**src/rtl/rf_write_arbiter_pkg.sv**
```systemverilog
// rf_write_arbiter_pkg: shared types and defaults for the register-file write arbiter
package rf_write_arbiter_pkg;
  localparam int DEF_DEPTH = 4;
  localparam int DEF_MAX_WAIT = 8;
  localparam int PKG_DATA_W = 32;
  localparam int PKG_ADDR_W = 5;
  typedef struct packed {
    logic                  valid;
    logic [PKG_ADDR_W-1:0] addr;
    logic [PKG_DATA_W-1:0] data;
  } pend_entry_t;
  typedef enum logic [1:0] {GNT_NONE, GNT_WB, GNT_Q, GNT_SKIP} gnt_src_e;
endpackage

```
**src/rtl/rf_write_arbiter_if.sv**
```systemverilog
// rf_write_arbiter_if: writeback, MDU, decode-lookup and register-file write signals
interface rf_write_arbiter_if #(
  parameter int ADDR_W = 5,
  parameter int DATA_W = 32,
  parameter int DEPTH = 4,
  localparam int CNT_W = $clog2(DEPTH) + 1
);
  logic              wb_wen;
  logic [ADDR_W-1:0] wb_regsrc;
  logic [DATA_W-1:0] wb_regwdata;
  logic              mdu_valid;
  logic              mdu_ready;
  logic [ADDR_W-1:0] mdu_waddr;
  logic [DATA_W-1:0] mdu_wdata;
  logic              pipe_stall;
  logic [ADDR_W-1:0] rd_addr0;
  logic [ADDR_W-1:0] rd_addr1;
  logic              rd_pend0;
  logic              rd_pend1;
  logic              rf_wen;
  logic [ADDR_W-1:0] rf_waddr;
  logic [DATA_W-1:0] rf_wdata;
  logic [CNT_W-1:0]  pend_count;
  modport master (
    output wb_wen, wb_regsrc, wb_regwdata, mdu_valid, mdu_waddr, mdu_wdata, rd_addr0, rd_addr1,
    input  mdu_ready, pipe_stall, rd_pend0, rd_pend1, rf_wen, rf_waddr, rf_wdata, pend_count
  );
  modport slave (
    input  wb_wen, wb_regsrc, wb_regwdata, mdu_valid, mdu_waddr, mdu_wdata, rd_addr0, rd_addr1,
    output mdu_ready, pipe_stall, rd_pend0, rd_pend1, rf_wen, rf_waddr, rf_wdata, pend_count
  );
endinterface

```
**src/rtl/rf_wb_pend_queue.sv**
```systemverilog
// rf_wb_pend_queue: circular buffer of pending MDU writes with kill-by-address and lookup
module rf_wb_pend_queue
  import rf_write_arbiter_pkg::*;
#(
  parameter int DEPTH = DEF_DEPTH,
  localparam int PW = $clog2(DEPTH),
  localparam int CW = PW + 1
) (
  input  logic                  clk,
  input  logic                  reset,
  input  logic                  i_push,
  input  pend_entry_t           i_push_entry,
  input  logic                  i_pop,
  input  logic                  i_kill,
  input  logic [PKG_ADDR_W-1:0] i_kill_addr,
  input  logic [PKG_ADDR_W-1:0] i_rd_addr0,
  input  logic [PKG_ADDR_W-1:0] i_rd_addr1,
  output pend_entry_t           o_head,
  output logic [CW-1:0]         o_count,
  output logic                  o_hit0,
  output logic                  o_hit1
);
  pend_entry_t   r_mem [DEPTH];
  logic [PW-1:0] r_rd_ptr;
  logic [PW-1:0] r_wr_ptr;
  logic [CW-1:0] r_count;
  // Freed slots drop valid so the lookup can scan every slot without occupancy masks.
  always_ff @(posedge clk)
    if (reset) begin
      for (int i = 0; i < DEPTH; i++) r_mem[i].valid <= 1'b0;
      r_rd_ptr <= '0;
      r_wr_ptr <= '0;
      r_count  <= '0;
    end else begin
      for (int i = 0; i < DEPTH; i++)
        if (i_kill && r_mem[i].addr == i_kill_addr) r_mem[i].valid <= 1'b0;
      if (i_pop) begin
        r_mem[r_rd_ptr].valid <= 1'b0;
        r_rd_ptr <= r_rd_ptr + 1'b1;
      end
      if (i_push) begin
        r_mem[r_wr_ptr] <= i_push_entry;
        r_wr_ptr <= r_wr_ptr + 1'b1;
      end
      r_count <= r_count + CW'(i_push) - CW'(i_pop);
    end
  always_comb begin
    o_hit0 = 1'b0;
    o_hit1 = 1'b0;
    for (int i = 0; i < DEPTH; i++) begin
      o_hit0 = o_hit0 | (r_mem[i].valid && r_mem[i].addr == i_rd_addr0);
      o_hit1 = o_hit1 | (r_mem[i].valid && r_mem[i].addr == i_rd_addr1);
    end
  end
  assign o_head = r_mem[r_rd_ptr];
  assign o_count = r_count;
endmodule

```
**src/rtl/rf_write_arbiter.sv**
```systemverilog
// rf_write_arbiter: shares the RF write port between writeback and buffered MDU results
module rf_write_arbiter
  import rf_write_arbiter_pkg::*;
#(
  parameter int DEPTH = DEF_DEPTH,
  parameter int MAX_WAIT = DEF_MAX_WAIT,
  parameter int DATA_W = PKG_DATA_W,
  parameter int ADDR_W = PKG_ADDR_W,
  localparam int CW = $clog2(DEPTH) + 1,
  localparam int WW = $clog2(MAX_WAIT + 1)
) (
  input logic               clk,
  input logic               reset,
  rf_write_arbiter_if.slave bus
);
  pend_entry_t       w_head;
  pend_entry_t       w_push_entry;
  gnt_src_e          w_gnt;
  gnt_src_e          w_head_gnt;
  logic [CW-1:0]     w_count;
  logic              w_empty;
  logic              w_push;
  logic              w_pop;
  logic              w_wb_req;
  logic              w_hit0;
  logic              w_hit1;
  logic [WW-1:0]     r_wait;
  logic              r_rf_wen;
  logic              r_from_q;
  logic [ADDR_W-1:0] r_rf_waddr;
  logic [DATA_W-1:0] r_rf_wdata;
  assign w_empty = w_count == '0;
  assign bus.mdu_ready = w_count < CW'(DEPTH);
  assign bus.pipe_stall = !w_empty && r_wait == WW'(MAX_WAIT);
  assign w_wb_req = bus.wb_wen && bus.wb_regsrc != '0;
  assign w_push = bus.mdu_valid && bus.mdu_ready && bus.mdu_waddr != '0;
  assign w_push_entry = '{valid: 1'b1, addr: bus.mdu_waddr, data: bus.mdu_wdata};
  always_comb begin
    w_head_gnt = w_head.valid ? GNT_Q : GNT_SKIP;
    w_gnt = bus.pipe_stall ? w_head_gnt : w_wb_req ? GNT_WB : !w_empty ? w_head_gnt : GNT_NONE;
  end
  assign w_pop = w_gnt == GNT_Q || w_gnt == GNT_SKIP;
  rf_wb_pend_queue #(.DEPTH(DEPTH)) u_queue (
    .clk          (clk),
    .reset        (reset),
    .i_push       (w_push),
    .i_push_entry (w_push_entry),
    .i_pop        (w_pop),
    .i_kill       (w_gnt == GNT_WB),
    .i_kill_addr  (bus.wb_regsrc),
    .i_rd_addr0   (bus.rd_addr0),
    .i_rd_addr1   (bus.rd_addr1),
    .o_head       (w_head),
    .o_count      (w_count),
    .o_hit0       (w_hit0),
    .o_hit1       (w_hit1)
  );
  always_ff @(posedge clk)
    if (reset) begin
      r_wait     <= '0;
      r_rf_wen   <= 1'b0;
      r_from_q   <= 1'b0;
      r_rf_waddr <= '0;
      r_rf_wdata <= '0;
    end else begin
      r_wait   <= (w_empty || w_pop) ? '0 : (r_wait == WW'(MAX_WAIT)) ? r_wait : r_wait + 1'b1;
      r_rf_wen <= w_gnt == GNT_WB || w_gnt == GNT_Q;
      r_from_q <= w_gnt == GNT_Q;
      if (w_gnt == GNT_WB) begin
        r_rf_waddr <= bus.wb_regsrc;
        r_rf_wdata <= bus.wb_regwdata;
      end else if (w_gnt == GNT_Q) begin
        r_rf_waddr <= w_head.addr;
        r_rf_wdata <= w_head.data;
      end
    end
  // A queue-sourced write in flight is still pending until the RF actually holds it.
  assign bus.rd_pend0 = bus.rd_addr0 != '0 && (w_hit0 || (r_from_q && r_rf_waddr == bus.rd_addr0));
  assign bus.rd_pend1 = bus.rd_addr1 != '0 && (w_hit1 || (r_from_q && r_rf_waddr == bus.rd_addr1));
  assign bus.rf_wen = r_rf_wen;
  assign bus.rf_waddr = r_rf_waddr;
  assign bus.rf_wdata = r_rf_wdata;
  assign bus.pend_count = w_count;
endmodule

```
**src/flat_wrapper.sv**
```systemverilog
// flat-port wrapper written by rule: the top's interface ports become plain ports
module rf_write_arbiter_flat import rf_write_arbiter_pkg::*;
#(
  parameter int DEPTH = DEF_DEPTH,
  parameter int MAX_WAIT = DEF_MAX_WAIT,
  parameter int DATA_W = PKG_DATA_W,
  parameter int ADDR_W = PKG_ADDR_W,
  localparam int CW = $clog2(DEPTH) + 1,
  localparam int WW = $clog2(MAX_WAIT + 1)
)
  (clk, reset, bus_wb_wen, bus_wb_regsrc, bus_wb_regwdata, bus_mdu_valid, bus_mdu_waddr, bus_mdu_wdata, bus_rd_addr0, bus_rd_addr1, bus_mdu_ready, bus_pipe_stall, bus_rd_pend0, bus_rd_pend1, bus_rf_wen, bus_rf_waddr, bus_rf_wdata, bus_pend_count);
  rf_write_arbiter_if #(.ADDR_W(ADDR_W), .DATA_W(DATA_W), .DEPTH(DEPTH)) bus_i ();
  input logic clk;
  input logic reset;
  input wire logic [$bits(bus_i.wb_wen)-1:0] bus_wb_wen;
  input wire logic [$bits(bus_i.wb_regsrc)-1:0] bus_wb_regsrc;
  input wire logic [$bits(bus_i.wb_regwdata)-1:0] bus_wb_regwdata;
  input wire logic [$bits(bus_i.mdu_valid)-1:0] bus_mdu_valid;
  input wire logic [$bits(bus_i.mdu_waddr)-1:0] bus_mdu_waddr;
  input wire logic [$bits(bus_i.mdu_wdata)-1:0] bus_mdu_wdata;
  input wire logic [$bits(bus_i.rd_addr0)-1:0] bus_rd_addr0;
  input wire logic [$bits(bus_i.rd_addr1)-1:0] bus_rd_addr1;
  output wire logic [$bits(bus_i.mdu_ready)-1:0] bus_mdu_ready;
  output wire logic [$bits(bus_i.pipe_stall)-1:0] bus_pipe_stall;
  output wire logic [$bits(bus_i.rd_pend0)-1:0] bus_rd_pend0;
  output wire logic [$bits(bus_i.rd_pend1)-1:0] bus_rd_pend1;
  output wire logic [$bits(bus_i.rf_wen)-1:0] bus_rf_wen;
  output wire logic [$bits(bus_i.rf_waddr)-1:0] bus_rf_waddr;
  output wire logic [$bits(bus_i.rf_wdata)-1:0] bus_rf_wdata;
  output wire logic [$bits(bus_i.pend_count)-1:0] bus_pend_count;
  assign bus_i.wb_wen = bus_wb_wen;
  assign bus_i.wb_regsrc = bus_wb_regsrc;
  assign bus_i.wb_regwdata = bus_wb_regwdata;
  assign bus_i.mdu_valid = bus_mdu_valid;
  assign bus_i.mdu_waddr = bus_mdu_waddr;
  assign bus_i.mdu_wdata = bus_mdu_wdata;
  assign bus_i.rd_addr0 = bus_rd_addr0;
  assign bus_i.rd_addr1 = bus_rd_addr1;
  assign bus_mdu_ready = bus_i.mdu_ready;
  assign bus_pipe_stall = bus_i.pipe_stall;
  assign bus_rd_pend0 = bus_i.rd_pend0;
  assign bus_rd_pend1 = bus_i.rd_pend1;
  assign bus_rf_wen = bus_i.rf_wen;
  assign bus_rf_waddr = bus_i.rf_waddr;
  assign bus_rf_wdata = bus_i.rf_wdata;
  assign bus_pend_count = bus_i.pend_count;
  rf_write_arbiter #(.DEPTH(DEPTH), .MAX_WAIT(MAX_WAIT), .DATA_W(DATA_W), .ADDR_W(ADDR_W)) u_core (.clk(clk), .reset(reset), .bus(bus_i));
endmodule
```
**config.mk**
```make
export PLATFORM = sky130hd
export DESIGN_NAME = rf_write_arbiter_flat
export DESIGN_NICKNAME = d
export VERILOG_FILES = /design/src/rtl/rf_write_arbiter_pkg.sv /design/src/rtl/rf_write_arbiter_if.sv /design/src/rtl/rf_wb_pend_queue.sv /design/src/rtl/rf_write_arbiter.sv /design/src/flat_wrapper.sv
export SDC_FILE = /design/constraint.sdc
export NUM_CORES = 1
export LEC_CHECK = 0
export BUFFER_PORTS_ARGS = -buffer_cell sky130_fd_sc_hd__buf_2
export CAP_MARGIN = 20
export CORE_ASPECT_RATIO = 1.2
export CORE_MARGIN = 2
export CORE_UTILIZATION = 55
export CTS_BUF_LIST = sky130_fd_sc_hd__clkbuf_8
export CTS_CLUSTER_SIZE = 10
export DETAILED_ROUTE_END_ITERATION = 10
export PLACE_DENSITY = 0.77
export SYNTH_ARGS = -nofsm -noshare
export SYNTH_HDL_FRONTEND = slang
export SYNTH_SLANG_ARGS = --single-unit
```
**constraint.sdc**
```tcl
create_clock -name clk -period 5.3 [get_ports clk]
set_input_delay 1.06 -clock clk [delete_from_list [all_inputs] [get_ports clk]]
set_output_delay 1.06 -clock clk [all_outputs]
set_load 0.005 [all_outputs]
```
### After elaboration in Yosys (flattened, before gate mapping)

Memories as Yosys holds them, arrays and structs flattened. A register that Yosys moved wholly into a read port is not among the register bits.
Cells that the tools add are included.

* output and inout bits: 45
* bits in registers: 50
* memories kept: 1
* RAM bits: 152
* input port bits: 88

Memory list
* u_core.u_queue.r_mem: depth 4, width 38, read ports 5, clocked after memory_dff 1, wr ports 5, RTL line rf_wb_pend_queue.sv:23 `pend_entry_t r_mem [DEPTH];`

* multiplexer cells: 37
* add/sub/neg operators: 5
* reductions and logical operators: 34
* bitwise logic cells: 10
* eq/ne operators: 18
* magnitude comparators: 1

Operator list (count)
* $eq 5x5->1: 14
* $mux 32: 2
* $mux 38: 1
* $reduce_or 38->1: 1
* $mux 1: 25
* $logic_and 1x1->1: 20
* $reduce_bool 5->1: 4
* $mux 2: 7
* $mux 5: 2
* $or 1x1->1: 10
* $logic_or 1x1->1: 5
* $add 2x1->2 const B: 2
* $add 4x1->4 const B: 1
* $eq 2x2->1 const B: 2
* $eq 4x4->1 const B: 1
* $add 3x1->3: 1
* $logic_not 3->1: 1
* $lt 3x3->1 const B: 1
* $sub 3x1->3: 1
* $eq 2x1->1 const B: 1
* $reduce_bool 2->1: 1
* $reduce_or 2->1: 1
* $logic_not 1->1: 1

### Depth between registers and ports, before layout

Gate-level depths: netlist of run 1.

* depth after elaboration: 11
* gate-level depth with buffers: 16
* gate-level depth less buffers: 15

### Cells and area by module

A second synthesis of run 1 with hierarchy kept.

* cell total of the unflattened synthesis: 579
* area total of the unflattened synthesis: 8909.8 um^2

Modules (own cells, without submodules)
* rf_wb_pend_queue: times used 1, cells an instance 351, seq. area each 4744.6 um^2, area an instance 6750.2 um^2
* rf_write_arbiter: times used 1, cells an instance 228, seq. area each 860.8 um^2, area an instance 2159.6 um^2

### Worst setup path after synthesis of run 1

OpenSTA, ideal clock, no wires.

* kind: input -> register
* start point: input bus_wb_regsrc[1]
* end point: register u_core.u_queue.r_count[2], in the netlist u_core.u_queue.o_count[2]
* path buffers: 2
* stages on the path: 15
* setup slack: 1172 ps
* library setup time: 127 ps
* arrival: 4001 ps
* cell sequence: clkbuf_1 > or4_1 > o21ai_0 > o22a_1 > inv_1 > ha_1 > or2_2 > clkbuf_1 > ha_1 > inv_1 > ha_1 > fa_1 > xnor2_1 > xnor2_1 > nor2_1

* word-level cells in the longest chain between the ends: 7
* elaborated cells on any way between the ends: 8
* classes of those cells: add/sub: 1; eq/ne: 2; mux: 2; reduce/logical: 3

Ends and longest elaborated chain
* start: declaration: RTL line flat_wrapper.sv:16 `input wire logic [$bits(bus_i.wb_regsrc)-1:0] bus_wb_regsrc;`
* $reduce_bool 5->1 (*): RTL line rf_write_arbiter.sv:35 `assign w_wb_req = bus.wb_wen && bus.wb_regsrc != '0;`
* $logic_and 1x1->1 (*): RTL line rf_write_arbiter.sv:35
* $mux 2 (*) (2 in series): RTL line rf_write_arbiter.sv:40 `w_gnt = bus.pipe_stall ? w_head_gnt : w_wb_req ? GNT_WB : !w_empty ? w_head_gnt : GNT_NONE;`
* $eq 2x2->1: RTL line rf_write_arbiter.sv:42 `assign w_pop = w_gnt == GNT_Q || w_gnt == GNT_SKIP;`
* $logic_or 1x1->1 (*): RTL line rf_write_arbiter.sv:42
* $sub 3x1->3 (*): RTL line rf_wb_pend_queue.sv:45 `r_count <= r_count + CW'(i_push) - CW'(i_pop);`
* end signal: assignment: RTL line rf_wb_pend_queue.sv:45
* end: declaration: RTL line rf_wb_pend_queue.sv:26 `logic [CW-1:0] r_count;`

Every way passes the cells marked *; elsewhere a longest branch is shown, timed or not.
A chain may end at the register's enable or synchronous reset.

### Worst setup path in the final report of run 1

Ends and elaborated chain as after synthesis.

==> results.txt, run 1 <==
- The run finished with clean final reports.
- Min setup slack post-route: 1.592 ns
* H-tree depth reported by CTS: 1
- The pre-antenna-repair detailed-routing pass consisted of 5 iterations.
- Final WL: just under 20 mm
- Register area share after synthesis: between 60 and 70%
- IR analysis of the VDD net gives a maximum drop of approximately 0.00029 V.
- Total Die Area: approximately 17000 µm²
* Worst skew pair latency: 0.54 ns
- Most repeated cell in the gate-level netlist after synthesis: sky130_fd_sc_hd__edfxtp_1
* Filler cell count in the final layout: 1193
- Number of cells on the worst reg-to-reg path: 12
- Among the stages of the critical path, the cell type that occurs most often is sky130_fd_sc_hd__ha_1.
- The first global-routing pass estimated 30.23 mm of wire.
* TritonCTS sink count: a little over 200
- The final layout contains 822 nets.
- Starting DRC count in detailed routing: between 200 and 300
- In this run, the clock network consumes about a quarter of the power.
- Global placement routability congestion: around 0.80
* Multi-input gate area in the final layout: 3143 µm²
- CP max stage cell: sky130_fd_sc_hd__or4_1
- Static leakage power: between 4 and 5 nW
- Of all flip-flops after synthesis, the portion carrying an async set or reset was 0%.
- Total gr overflow: 0
- Synth Flop Type: sky130_fd_sc_hd__edfxtp_1
* Final Hold Vio Count: 0
* Number of nets with antenna violations after detailed routing: 0
* Post-cts repair resize count: 0
- After the flow finishes, the layout carries non-filler instances totaling ~960.
* Largest net degree at the start of global routing: between 50 and 60
- Total placed cells including tap cells: 894
- Buffers inserted to repair hold after CTS numbered 0.
* Count of port buffers added during placement: between 100 and 150
* Total number of vias: 5207
* Avg Synthesized Cell Area: 15.33 µm²
- Dpl hpwl: ~13 mm
- For this run, the slowest stage of the critical path takes ~0.5 ns.
* Area growth syn-to-layout: 16.44%
- The worst register-to-register path has a setup slack of 2.09 ns.
- Share of power burned in combinational logic: between 30% and 40%
- PnR Total Power: between 4 and 5 mW
- Met2 Track Usage GR: between 40% and 50%
* Final worst path period need: about 3.7 ns
- Summed over all nets, the switching power comes to 1.486 mW.
- Across the run, the number of max-cap violations was 0.
- Endpoint kind of the worst setup timing path: register
- Detailed-route vias per instance: roughly 5.4
- For this run, global-route usage on met3 was measured as 3.929%.
* Transition time of the tightest slew-check pin: ~1.0 ns
* Unique masters post-synth: 36
- Worst-path maximum fanout: 8
- Worst min path class: register to register
- Setup repair after global routing left no endpoint under its margin.
* Maximum achievable frequency: 269.7 MHz
- Number of core rows: 51
- In this run the clock root is driven by a sky130_fd_sc_hd__clkbuf_8.
- Setup skew after layout: ~0.016 ns
* Post-route fraction of the period consumed by the critical path: between 60% and 70%
* Kind of critical path: primary input to register
- Starting density of the core: a little under three fifths
- Summing every instance area after synthesis gives ~8900 µm².
* Power Density: roughly 470 nW/µm²
- Average wire length per cell after detail routing: slightly above 20 µm
- CTS Buf Count: 31
* Setup violation total in the final timing report: 0
- Number of pins exceeding their max-slew limit in the final report: 0
- Number of antenna violations at the first check in global routing: 2
- For this design the top-level I/O count stands at ~130.
* Width of the die: around 120 µm
- DRC violation count after routing: 0
* Destination of the worst register-to-register timing path: u_core.u_queue.o_count[2]
- Worst setup endpoint: u_core.u_queue.o_count[2]
* Place WS: roughly 1.0 ns
- In this run the tightest slew margin relative to its limit is between 30% and 40%.
- Number of synthesized register bits: between 200 and 250
- Biggest area consumer among synthesized cells: sky130_fd_sc_hd__edfxtp_1
* Number of global-route vias before repair: about 5700
* Internal Dissipation: approximately 3.4 mW
- List of cells traversed by the critical path: buf_2, or4_1, o21ai_0, o22a_1, inv_1, ha_1, or2_2, ha_1, inv_1, ha_1, fa_1, xnor2_1, xnor2_1, nor2_1
* Count of warnings emitted by yosys: 0
- Arrival time of the worst setup path: 4.11 ns
- CP startpoint kind: primary input
* Required @ worst endpoint: approximately 5.7 ns
* Sequential cell area: 5568 µm²
- Post-CTS Setup Repair Bufs: 0
- TritonCTS clock tree: done
- R2R Path Start: u_core.u_queue.o_count[2]
* Area fraction of the dominant cell type after synthesis: 49.73%
* Synth area leaders: sky130_fd_sc_hd__edfxtp_1 50%, sky130_fd_sc_hd__dfxtp_1 13%, sky130_fd_sc_hd__mux4_2 9.6%, sky130_fd_sc_hd__xor2_1 5.4%, sky130_fd_sc_hd__mux2_2 4.7%
- In this run the worst setup path begins at bus_wb_regsrc[1].
- Proportion of layout cells with a drive suffix above 1: 35.94%
- The synthesized design contains between 100 and 150 enable-type register cells.
- Adding up every negative setup slack in the final design gives 0 ns.
- Maximum clock path buffer count: 3
- Global routing used around a quarter of the available met1 tracks.
* Die Y-Extent: 143.6 µm
- The commonest cells after synthesis are 148 x sky130_fd_sc_hd__edfxtp_1, 56 x sky130_fd_sc_hd__dfxtp_1, 55 x sky130_fd_sc_hd__xor2_1.
* Core area: ~16000 µm²
- Counting every net in the synthesized netlist gives between 600 and 700.
- Portion of total power attributed to sequential cells: 42.7%
* Most used routing layer in global routing: met2
- In the synthesized netlist, the number of instances is between 500 and 600.
* Clock slew seen by the registers of the worst setup and hold paths: ~0.060 ns
- Count of cells along the worst hold path: 2
- Switching power share of the total: between 30% and 40%
* Global-route total usage across every layer: a little under a quarter
## power by group through the flow
stage | Sequential [mW] | Combinational [mW] | Clock (mW)
2_1_floorplan | 2.10 | 1.14 | 0
3_3_place_gp | 2.11 | 1.51 | 0
3_5_place_dp | 2.12 | 1.57 | 0
4_1_cts | 2.09 | 1.58 | 1.26
5_1_grt | 2.11 | 1.73 | 1.33
6_report | 2.09 | 1.57 | 1.23
## logic make-up (layout without fill, tap and decap cells)
logic type      count (synthesis)  after routing  share of synthesized area (%)
compound gates                 14             14                          1.274
xor+xnor                       74             74                          7.253
fa+ha+maj                      16             16                          2.324
buf+inv                        55            215                          2.660
flops                         204            204                          62.28
mux                           113            113                          18.50
other cells                     0              1                              0
simple gates                  107            107                          5.713
## worst max-delay path, delay by kind of cell
family,cells,cell delay [ns]
adder cells (fa/ha/maj),4,1.04
AND/OR/NAND/NOR,3,0.96
AO/OA/AOI/OAI,2,0.48
XOR/XNOR,2,0.30
buffers and inverters,3,0.25
## worst min path at each step
| stage | slack, ns | start | end |
|---|---|---|---|
| final | 0.49 | u_core.bus.rf_wdata[14] | u_core.bus.rf_wdata[14] |
| after global routing | 0.52 | u_core.bus.rf_wdata[14] | u_core.bus.rf_wdata[14] |
| after CTS | 0.49 | u_core.bus.rf_wdata[14] | u_core.bus.rf_wdata[14] |
| after detailed placement | 0.48 | u_core.bus.rf_wdata[14] | u_core.bus.rf_wdata[14] |
| after global placement | 0.47 | u_core.bus.rf_wdata[14] | u_core.bus.rf_wdata[14] |
| after floorplan | 0.46 | u_core.r_wait[1] | u_core.r_wait[1] |
## layer usage
layer	vias up	part of all wire, %
met1	2589	39
met2	138	54
met3	37	4.5
met4	2	2.7
li1	2441	-
met5	-	0.036
## final cells by class
| type | count | area share (%) |
|---|---|---|
| Sequential cell | 204 | 53.51 |
| Multi-Input combinational cell | 324 | 30.21 |
| Timing Repair Buffer | 139 | 7.215 |
| Clock buffer | 35 | 4.630 |
| Tap cell | 212 | 2.549 |
| Clock inverter | 23 | 1.215 |
| Inverter | 18 | 0.6493 |
| Antenna cell | 1 | 0.02405 |
## registers in the layout (all words and copies together) (netlist names), named ones only
name                     cells
u_core.u_queue.r_wr_ptr      2
u_core.r_wait                4
u_core.u_queue.r_mem       152
u_core.bus.rf_wen            1
u_core.bus.rf_wdata         32
u_core.u_queue.r_rd_ptr      2
u_core.u_queue.o_count       3
u_core.r_from_q              1
u_core.bus.rf_waddr          5
## metrics by stage
stage               hold WS, ns  instance area (µm²)  utilization, %
floorplan                0.4618                 8936               -
global placement         0.4704                 9734           60.54
detailed placement       0.4776                 9734           60.54
CTS                      0.4934                10340           64.32
global route             0.5240                10410           64.71
finish                   0.4907                10410           64.71
## layout by cell type, fill, tap and decap left out, types with 2 or more instances in the layout
cell,n
sky130_fd_sc_hd__or4_1,4
sky130_fd_sc_hd__nor4_1,14
sky130_fd_sc_hd__buf_2,132
sky130_fd_sc_hd__and2_2,4
sky130_fd_sc_hd__clkinv_2,4
sky130_fd_sc_hd__ha_1,13
sky130_fd_sc_hd__o21ai_0,2
sky130_fd_sc_hd__dfxtp_1,54
sky130_fd_sc_hd__clkbuf_8,35
sky130_fd_sc_hd__mux4_2,38
sky130_fd_sc_hd__o22a_1,3
sky130_fd_sc_hd__xnor2_1,19
sky130_fd_sc_hd__buf_4,4
sky130_fd_sc_hd__clkinv_1,5
sky130_fd_sc_hd__nor3_1,2
sky130_fd_sc_hd__a21oi_1,2
sky130_fd_sc_hd__edfxtp_1,148
sky130_fd_sc_hd__nor2_1,48
sky130_fd_sc_hd__mux2_2,37
sky130_fd_sc_hd__mux2i_1,38
sky130_fd_sc_hd__inv_1,29
sky130_fd_sc_hd__nor2b_1,3
sky130_fd_sc_hd__ha_2,2
sky130_fd_sc_hd__buf_12,3
sky130_fd_sc_hd__xor2_1,55
sky130_fd_sc_hd__nand3_1,16
sky130_fd_sc_hd__dfxtp_2,2
sky130_fd_sc_hd__a41o_1,3
sky130_fd_sc_hd__nand2_1,10
Power figures use the tool's default switching activity.
==> run 2: changes to the inputs <==
- ABC_AREA: not set -> 1
- clock period: 5.3 -> 3.5 ns (I/O delays scaled with it)
==> run 2 against run 1 <==
Via count up 40%. Total power up 49%. Sequential share of layout area down 0.85 points. Critical path type is now register to register. Critical endpoint unchanged. Highest routed layer is now met4.
==> results.txt, run 2 <==
- Number of flip-flops in the largest register: roughly 150
* Count of port buffers added during placement: ~130
- The number of hold buffers added after CTS was 0.
- Clock tree synthesis selected as its root buffer the cell sky130_fd_sc_hd__clkbuf_8.
* Die Y-Extent: around 150 µm
* Setup skew after layout: about 0.017 ns
- Transition time of the tightest slew-check pin: roughly 0.7 ns
* Setup violation total in the final timing report: 0
- No sink is reached through more buffers than the 3 on the longest clock path.
- Ranked by flip-flop count, first place goes to u_core.u_queue.r_mem.
* Biggest cell delay along the critical path: a little under 0.4 ns
- After floorplanning, the core was sized to cover 16270 µm².
* Post-route fraction of the period consumed by the critical path: between 80 and 90%
- Summed over its instances, the top area cell type makes up 48.37% of the synthesized netlist area.
- Across the VDD grid, the largest voltage drop is approximately 0.00040 V.
- Among all flip-flop cells after synthesis, the most frequent one is sky130_fd_sc_hd__edfxtp_1.
* Count of warnings emitted by yosys: 0
- Share of synthesized flip-flops with an asynchronous set or reset: 0%
- Summed instance area of the synthesized netlist: between 9000 and 10000 µm²
- For the worst-skew pair, the clock arrives at the later sink with an insertion delay of 0.55 ns.
* Maximum achievable frequency: ~340 MHz
- Unique masters post-synth: 26
- Endpoint kind of the worst setup timing path: register
- Global-route total usage across every layer: 25.33%
- In the post-synthesis netlist, the cell with the most instances is sky130_fd_sc_hd__nor2_1.
- Largest net degree at the start of global routing: 74
- The final layout contains routed wiring with a total length of 22.54 mm.
- Power comes to approximately 7.3 mW.
- After detailed routing, the number of remaining DRC violations is 0.
- Area growth syn-to-layout: 15.03%
* Final Hold Vio Count: 0
* Cell repeated most along the worst path: sky130_fd_sc_hd__inv_1
- The signal on the critical path passes through inv_1, ha_1, nand2_1, nor2_1, nand2_1, inv_1, o21ai_1, inv_1, ha_1, nor2_1, inv_1, ha_1, inv_1, ha_1, fa_1, inv_1, o21ai_0, a21oi_1.
- STA classifies the critical path startpoint as a register.
- Setup repair after global routing missed its margin: no
* Top cells by instance count after synthesis: 179 x sky130_fd_sc_hd__nor2_1, 163 x sky130_fd_sc_hd__nand2_1, 159 x sky130_fd_sc_hd__o21ai_0
- The synthesized design spends more area on one cell type than any other, namely sky130_fd_sc_hd__edfxtp_1.
* Worst min path class: primary input to register
- Dpl hpwl: between 15 and 20 mm
- For this design, the sink count on the clock tree is ~200.
- Leaving out fill and tap cells, the most frequent cells in the layout are 178 x sky130_fd_sc_hd__nor2_1, 163 x sky130_fd_sc_hd__nand2_1, 159 x sky130_fd_sc_hd__o21ai_0.
* Required @ worst endpoint: 3.98 ns
* Detailed-route vias per instance: around 5.4
- CP max stage cell: sky130_fd_sc_hd__fa_1
* Total number of vias: roughly 7300
- The floorplan has 51 rows.
- After filler insertion, the fill cell instance count of the layout stands at approximately 1300.
- For this design the ratio of total power to cell area is around 690 nW/µm².
- Number of top-level pins: around 130
- For this block, the initial DRC count from the detailed router was 516.
- Max-cap check violation count: 0
- Total Die Area: between 15000 and 20000 µm²
- In this run the register-to-register setup slack is 0.54 ns.
- Number of buffers and inverters on the critical path: 6
- After detailed routing, the average wire length per cell comes to about 17 µm.
* Clock slew seen by the registers of the worst setup and hold paths: roughly 0.070 ns
- Post-CTS Setup Repair Bufs: 0
* CTS Buf Count: 30
- The number of pins exceeding their max-slew limit in the final report came to 0.
- The number of antenna violations at the first check in global routing was 0.
* Synth area leaders: sky130_fd_sc_hd__edfxtp_1 48%, sky130_fd_sc_hd__dfxtp_1 12%, sky130_fd_sc_hd__o21ai_0 8.7%, sky130_fd_sc_hd__nor2_1 7.3%, sky130_fd_sc_hd__nand2_1 6.7%
* Arrival time of the worst setup path: about 3.4 ns
- The final layout contains 1212 nets.
* Kind of critical path: register to register
- Post-route setup TNS: 0 ns
- Number of detailed-routing iterations run before antenna repair: 5
- Starting density of the core: a little under three fifths
- CTS built an H-tree with a depth of 1.
* Count of antenna diodes in the layout: 0
- Status: complete, no violations
- In this run, synthesis produced a sequential element count of 204.
- First-pass GRT wire length: approximately 36 mm
- Synthesized net count: 1081
- Number of nets with antenna violations after detailed routing: 0
* Worst-path maximum fanout: 6
* Number of global-route vias before repair: 7097
- Grouping stages by cell kind, the critical path spends the most delay in adder cells.
- In the final layout, the share of cells above drive strength 1 is 17.49%.
- TritonCTS built the clock tree.
- The worst pin sits at a relative slew slack of about 53%.
- In this run the horizontal extent of the chip is 122.0 µm.
- The clock period could shrink to 2.957 ns.
- In this run, synthesis inferred approximately 150 flip-flops with an integrated enable.
- Global placement routability congestion: approximately 1.0
- Synthesis produced 977 cells.
* Avg Synthesized Cell Area: 9.405 µm²
- In this run, post-CTS repair resized a total of 0 instances.
- Total gr overflow: 0
- For this design the static power due to leakage is approximately 4.4 nW.
- Most common library cell in the layout ignoring fill and taps: sky130_fd_sc_hd__nor2_1
- Register area share after synthesis: around three fifths
==> run 2: cell types whose count changed in the layout (fill, tap and decap cells not counted), sizes merged, moves of 13 or more <==
cell and delta:
xnor2 -16, mux4 -38, o21ai +182, a21oi +38, nor2 +131, mux2 -37, o22ai +16, inv +49
nand2 +153, nor4 -13, xor2 -44, mux2i -38
==> run 2: cells by family (layout without fill, tap and decap cells) <==
family / after synthesis / in the layout / synth area share [%]
simple gates: 377 / 377 / 15.92
fa+ha+maj: 16 / 16 / 2.260
flops: 204 / 204 / 60.57
xor+xnor: 14 / 14 / 1.334
compound gates: 246 / 246 / 13.78
buf+inv: 120 / 275 / 6.141
==> run 2: worst paths after layout <==
kind              cells after the start                     from                          to
setup / recovery                     18         u_core.r_wait[0]   u_core.u_queue.o_count[2]
hold / removal                        1         bus_mdu_wdata[7]  u_core.u_queue.r_mem[3][7]
setup reg to reg                     18         u_core.r_wait[0]   u_core.u_queue.o_count[2]
hold reg to reg                       2  u_core.bus.rf_wdata[26]     u_core.bus.rf_wdata[26]
==> run 2: cell type report <==
class / instances / area, µm² / area share (%)
Inverter: 73 / 274.0 / 2.592
Timing Repair Buffer: 146 / 765.7 / 7.244
Clock inverter: 20 / 138.9 / 1.314
Multi-Input combinational cell: 653 / 3064 / 28.99
Tap cell: 212 / 265.3 / 2.509
Sequential cell: 204 / 5567 / 52.66
Clock buffer: 36 / 495.5 / 4.688
==> run 2: power by group <==
group / switching (mW) / total, mW / leakage (nW) / internal, mW
clock network: 0.863 / 1.95 / 0.362 / 1.08
registers: 0.214 / 3.12 / 1.80 / 2.91
logic: 1.49 / 2.25 / 2.25 / 0.756
total: 2.57 / 7.31 / 4.42 / 4.74
==> run 2: stage by stage <==
stage               util, %  hold WS, ns  instance area (µm²)  worst slack [ns]  cells
CTS                   64.96       0.3394                10570            0.5424   1344
floorplan                 -       0.4502                 9189            0.5069    977
global route          64.96       0.3435                10570            0.2853   1344
global placement      61.06       0.4355                 9936            0.3823   1288
finish                64.96       0.3635                10570            0.5434   1344
detailed placement    61.06       0.4398                 9936            0.2484   1288
==> run 2: routing by layer <==
metal  vias to the layer above  wire [µm]  global-route usage, %
met5                         -          0                      0
met4                         0        918                  12.30
met3                        65       1232                  3.879
met2                       237      11240                  42.82
met1                      3438       9148                  31.59
li1                       3571          -                      -
==> run 3: changes to the inputs <==
- clock period: 3.5 -> 2.8 ns (I/O delays scaled with it)
==> run 3 against run 2 <==
Combinational power increased by 32%. Final area is 1.3% higher. Clock power up 26%. Register-to-register slack worse by 0.36 ns. Sequential power up 23%. Count of clock-buffer cells in the layout did not move. Fmax is 13% higher. Sequential share of layout area is 0.67 points lower. Critical path type unchanged. Critical endpoint is now u_core.u_queue.o_count[1]. Largest cell class unchanged. Largest power group unchanged.
==> results.txt, run 3 (synthesis gave the netlist of run 2 again) <==
* First-pass GRT wire length: roughly 35 mm
- The longest clock path from root to sink contains 3 buffers.
- In this run the register-to-register setup slack is roughly 0.19 ns.
* Setup violation total in the final timing report: 0
- The clock period could shrink to about 2.6 ns.
- The final layout contains 1228 nets.
- Total Die Area: between 15000 and 20000 µm²
- Hold slack: 0.2446 ns
* Total placed cells including tap cells: between 1000 and 1500
* Clock slew seen by the registers of the worst setup and hold paths: roughly 0.060 ns
- Starting DRC count in detailed routing: 505
- Input and output buffers added on the ports amount to 132.
- Largest net degree at the start of global routing: 74
* Number of top-level pins: 133
- Worst skew pair latency: about 0.53 ns
* Most used cells in the layout excluding fill and tap cells: 177 x sky130_fd_sc_hd__nor2_1, 162 x sky130_fd_sc_hd__nand2_1, 158 x sky130_fd_sc_hd__o21ai_0
* Cell area after layout: roughly 11000 µm²
- The number of hold violations in the final report came to 0.
- Headroom to the max-slew limit came out at around half.
* Register with the most flip-flops: u_core.u_queue.r_mem
- For this design the static power due to leakage is between 4 and 5 nW.
- Cell area after placement: around 10000 µm²
- Filler cell count in the final layout: 1342
- Die Y-Extent: approximately 150 µm
* TritonCTS clock tree: done
- Hold-fix buffer count after cts: 0
- Power comes to 9.275 mW.
- Transition time of the tightest slew-check pin: a little over 0.7 ns
- Place WS: -0.06932 ns
* Number of antenna violations at the first check in global routing: 1
- For this block, wires on met1 add up to 9.351 mm.
- The flow ran to the end, and the final reports show no timing, DRC or antenna violations.
- Static timing analysis puts the maximum clock frequency at about 380 MHz.
* TritonCTS sink count: around 200
- Sequential cell area: 5569 µm²
* Multi-input gate area in the final layout: slightly above 3000 µm²
* Number of pins exceeding their max-slew limit in the final report: 0
* Worst-path maximum fanout: 3
* Proportion of layout cells with a drive suffix above 1: 19.34%
- Endpoint kind of the worst setup timing path: register
- The tightest min-delay check is of the primary input to register type.
- The root buffer cell chosen for the clock tree is sky130_fd_sc_hd__clkbuf_8.
- The register with the most flip-flops in the layout has around 150 of them.
* Final WL: 22.59 mm
* Arrival time of the worst setup path: 3.07 ns
* Peak supply drop: just over 0.0006 V
* Dpl hpwl: between 10 and 15 mm
- In this run the power density over the cells is a little under 900 nW/µm².
- Max-cap violations in this run came to 0.
- STA classifies the critical path startpoint as a register.
* Total gr overflow: 0
- Across all layers, the routed design uses 7433 vias.
- The core region is roughly 16000 µm².
- Top metal layer carrying routed signals: met4
* H-tree depth reported by CTS: 1
- Width of the die: ~120 µm
- After detailed routing, the number of remaining DRC violations is 0.
- Min setup slack post-route: approximately 0.19 ns
* Number of detailed-routing iterations run before antenna repair: 5
* Most common library cell in the layout ignoring fill and taps: sky130_fd_sc_hd__nor2_1
- Global routing consumed, over all layers together, 25.12% of the routing resources.
- Average wire length per cell after detail routing: ~17 µm
- Detailed-route vias per instance: 5.461
- Starting density of the core: approximately 56%
- Number of nets with antenna violations after detailed routing: 0
- The finished layout holds between 1000 and 1500 standard cells, fillers aside.
- Area growth syn-to-layout: 16.57%
- Routed wl met3: 1.527 mm
- Global placement routability congestion: 0.9512
* Metal2 WL: around 11 mm
- Row generation in the floorplan step produced between 50 and 60 rows.
- Setup skew after layout: a little under 0.02 ns
- The via count of the first global-routing pass was a little under 7000.
- Data on the critical path is required at its endpoint by around 3.3 ns.
- Counting the buffers created by CTS gives 31.
- Post-route fraction of the period consumed by the critical path: 93.35%
* Kind of critical path: register to register
run 3: changes by cell type in the layout (fill, tap and decap cells not counted), moves of 2 or more:
cell / previous run / this run
sky130_fd_sc_hd__buf_4: 14 / 29
sky130_fd_sc_hd__clkinv_1: 6 / 4
sky130_fd_sc_hd__dfxtp_1: 55 / 53
sky130_fd_sc_hd__dfxtp_2: 1 / 3
run 3: per-layer routing:
metal  vias up  global-route usage (%)
met1      3517                   32.59
li1       3600                       -
met2       265                   42.57
met4         0                   9.598
met3        51                   3.566
met5         -                       0
run 3: area by class of cell:
type	count	area share, %
clock inverters	21	1.390
diodes	1	0.02336
well taps	212	2.476
multi-input cells	653	28.74
flip-flops and latches	204	51.99
repair buffers	161	8.200
inverters	73	2.558
clock buffers	36	4.626
run 3: timing repair:
action	CTS	global route
resized for setup	1	8
buffers inserted	0	2
gates cloned	0	0
setup endpoints to repair	1	2
pin swaps	0	2
run 3: report_power, final:
group,switching (mW),total (mW),internal (mW)
Clock,1.10,2.46,1.36
Sequential,0.219,3.85,3.63
Combinational,1.94,2.96,1.02
Total,3.26,9.27,6.01
run 3: worst max-delay path: stages (launching register included):
cell and delay (ns):
sky130_fd_sc_hd__dfxtp_2 0.34, sky130_fd_sc_hd__inv_1 0.05, sky130_fd_sc_hd__ha_1 0.21, sky130_fd_sc_hd__nand2_2 0.08, sky130_fd_sc_hd__nor2_1 0.06, sky130_fd_sc_hd__nand2_1 0.08, sky130_fd_sc_hd__inv_1 0.06, sky130_fd_sc_hd__o21ai_2 0.16
sky130_fd_sc_hd__inv_1 0.07, sky130_fd_sc_hd__ha_2 0.18, sky130_fd_sc_hd__nor2_2 0.11, sky130_fd_sc_hd__inv_1 0.06, sky130_fd_sc_hd__ha_1 0.26, sky130_fd_sc_hd__inv_1 0.04, sky130_fd_sc_hd__ha_2 0.17, sky130_fd_sc_hd__fa_2 0.52
sky130_fd_sc_hd__inv_1 0.04, sky130_fd_sc_hd__nor2_1 0.07
run 3: per-stage QoR:
stage	util [%]	TNS, ns
floorplan	-	0
global placement	61.65	0
detailed placement	61.65	-0.07380
CTS	65.63	0
global route	65.83	-0.01475
finish	65.83	0
run 3: path summary, 6_finish.rpt:
path                                from  depth (start not counted)                         end
hold / removal          bus_mdu_wdata[2]                          1  u_core.u_queue.r_mem[0][2]
setup / recovery        u_core.r_wait[0]                         17   u_core.u_queue.o_count[1]
setup reg to reg        u_core.r_wait[0]                         17   u_core.u_queue.o_count[1]
hold reg to reg   u_core.bus.rf_wdata[0]                          2      u_core.bus.rf_wdata[0]
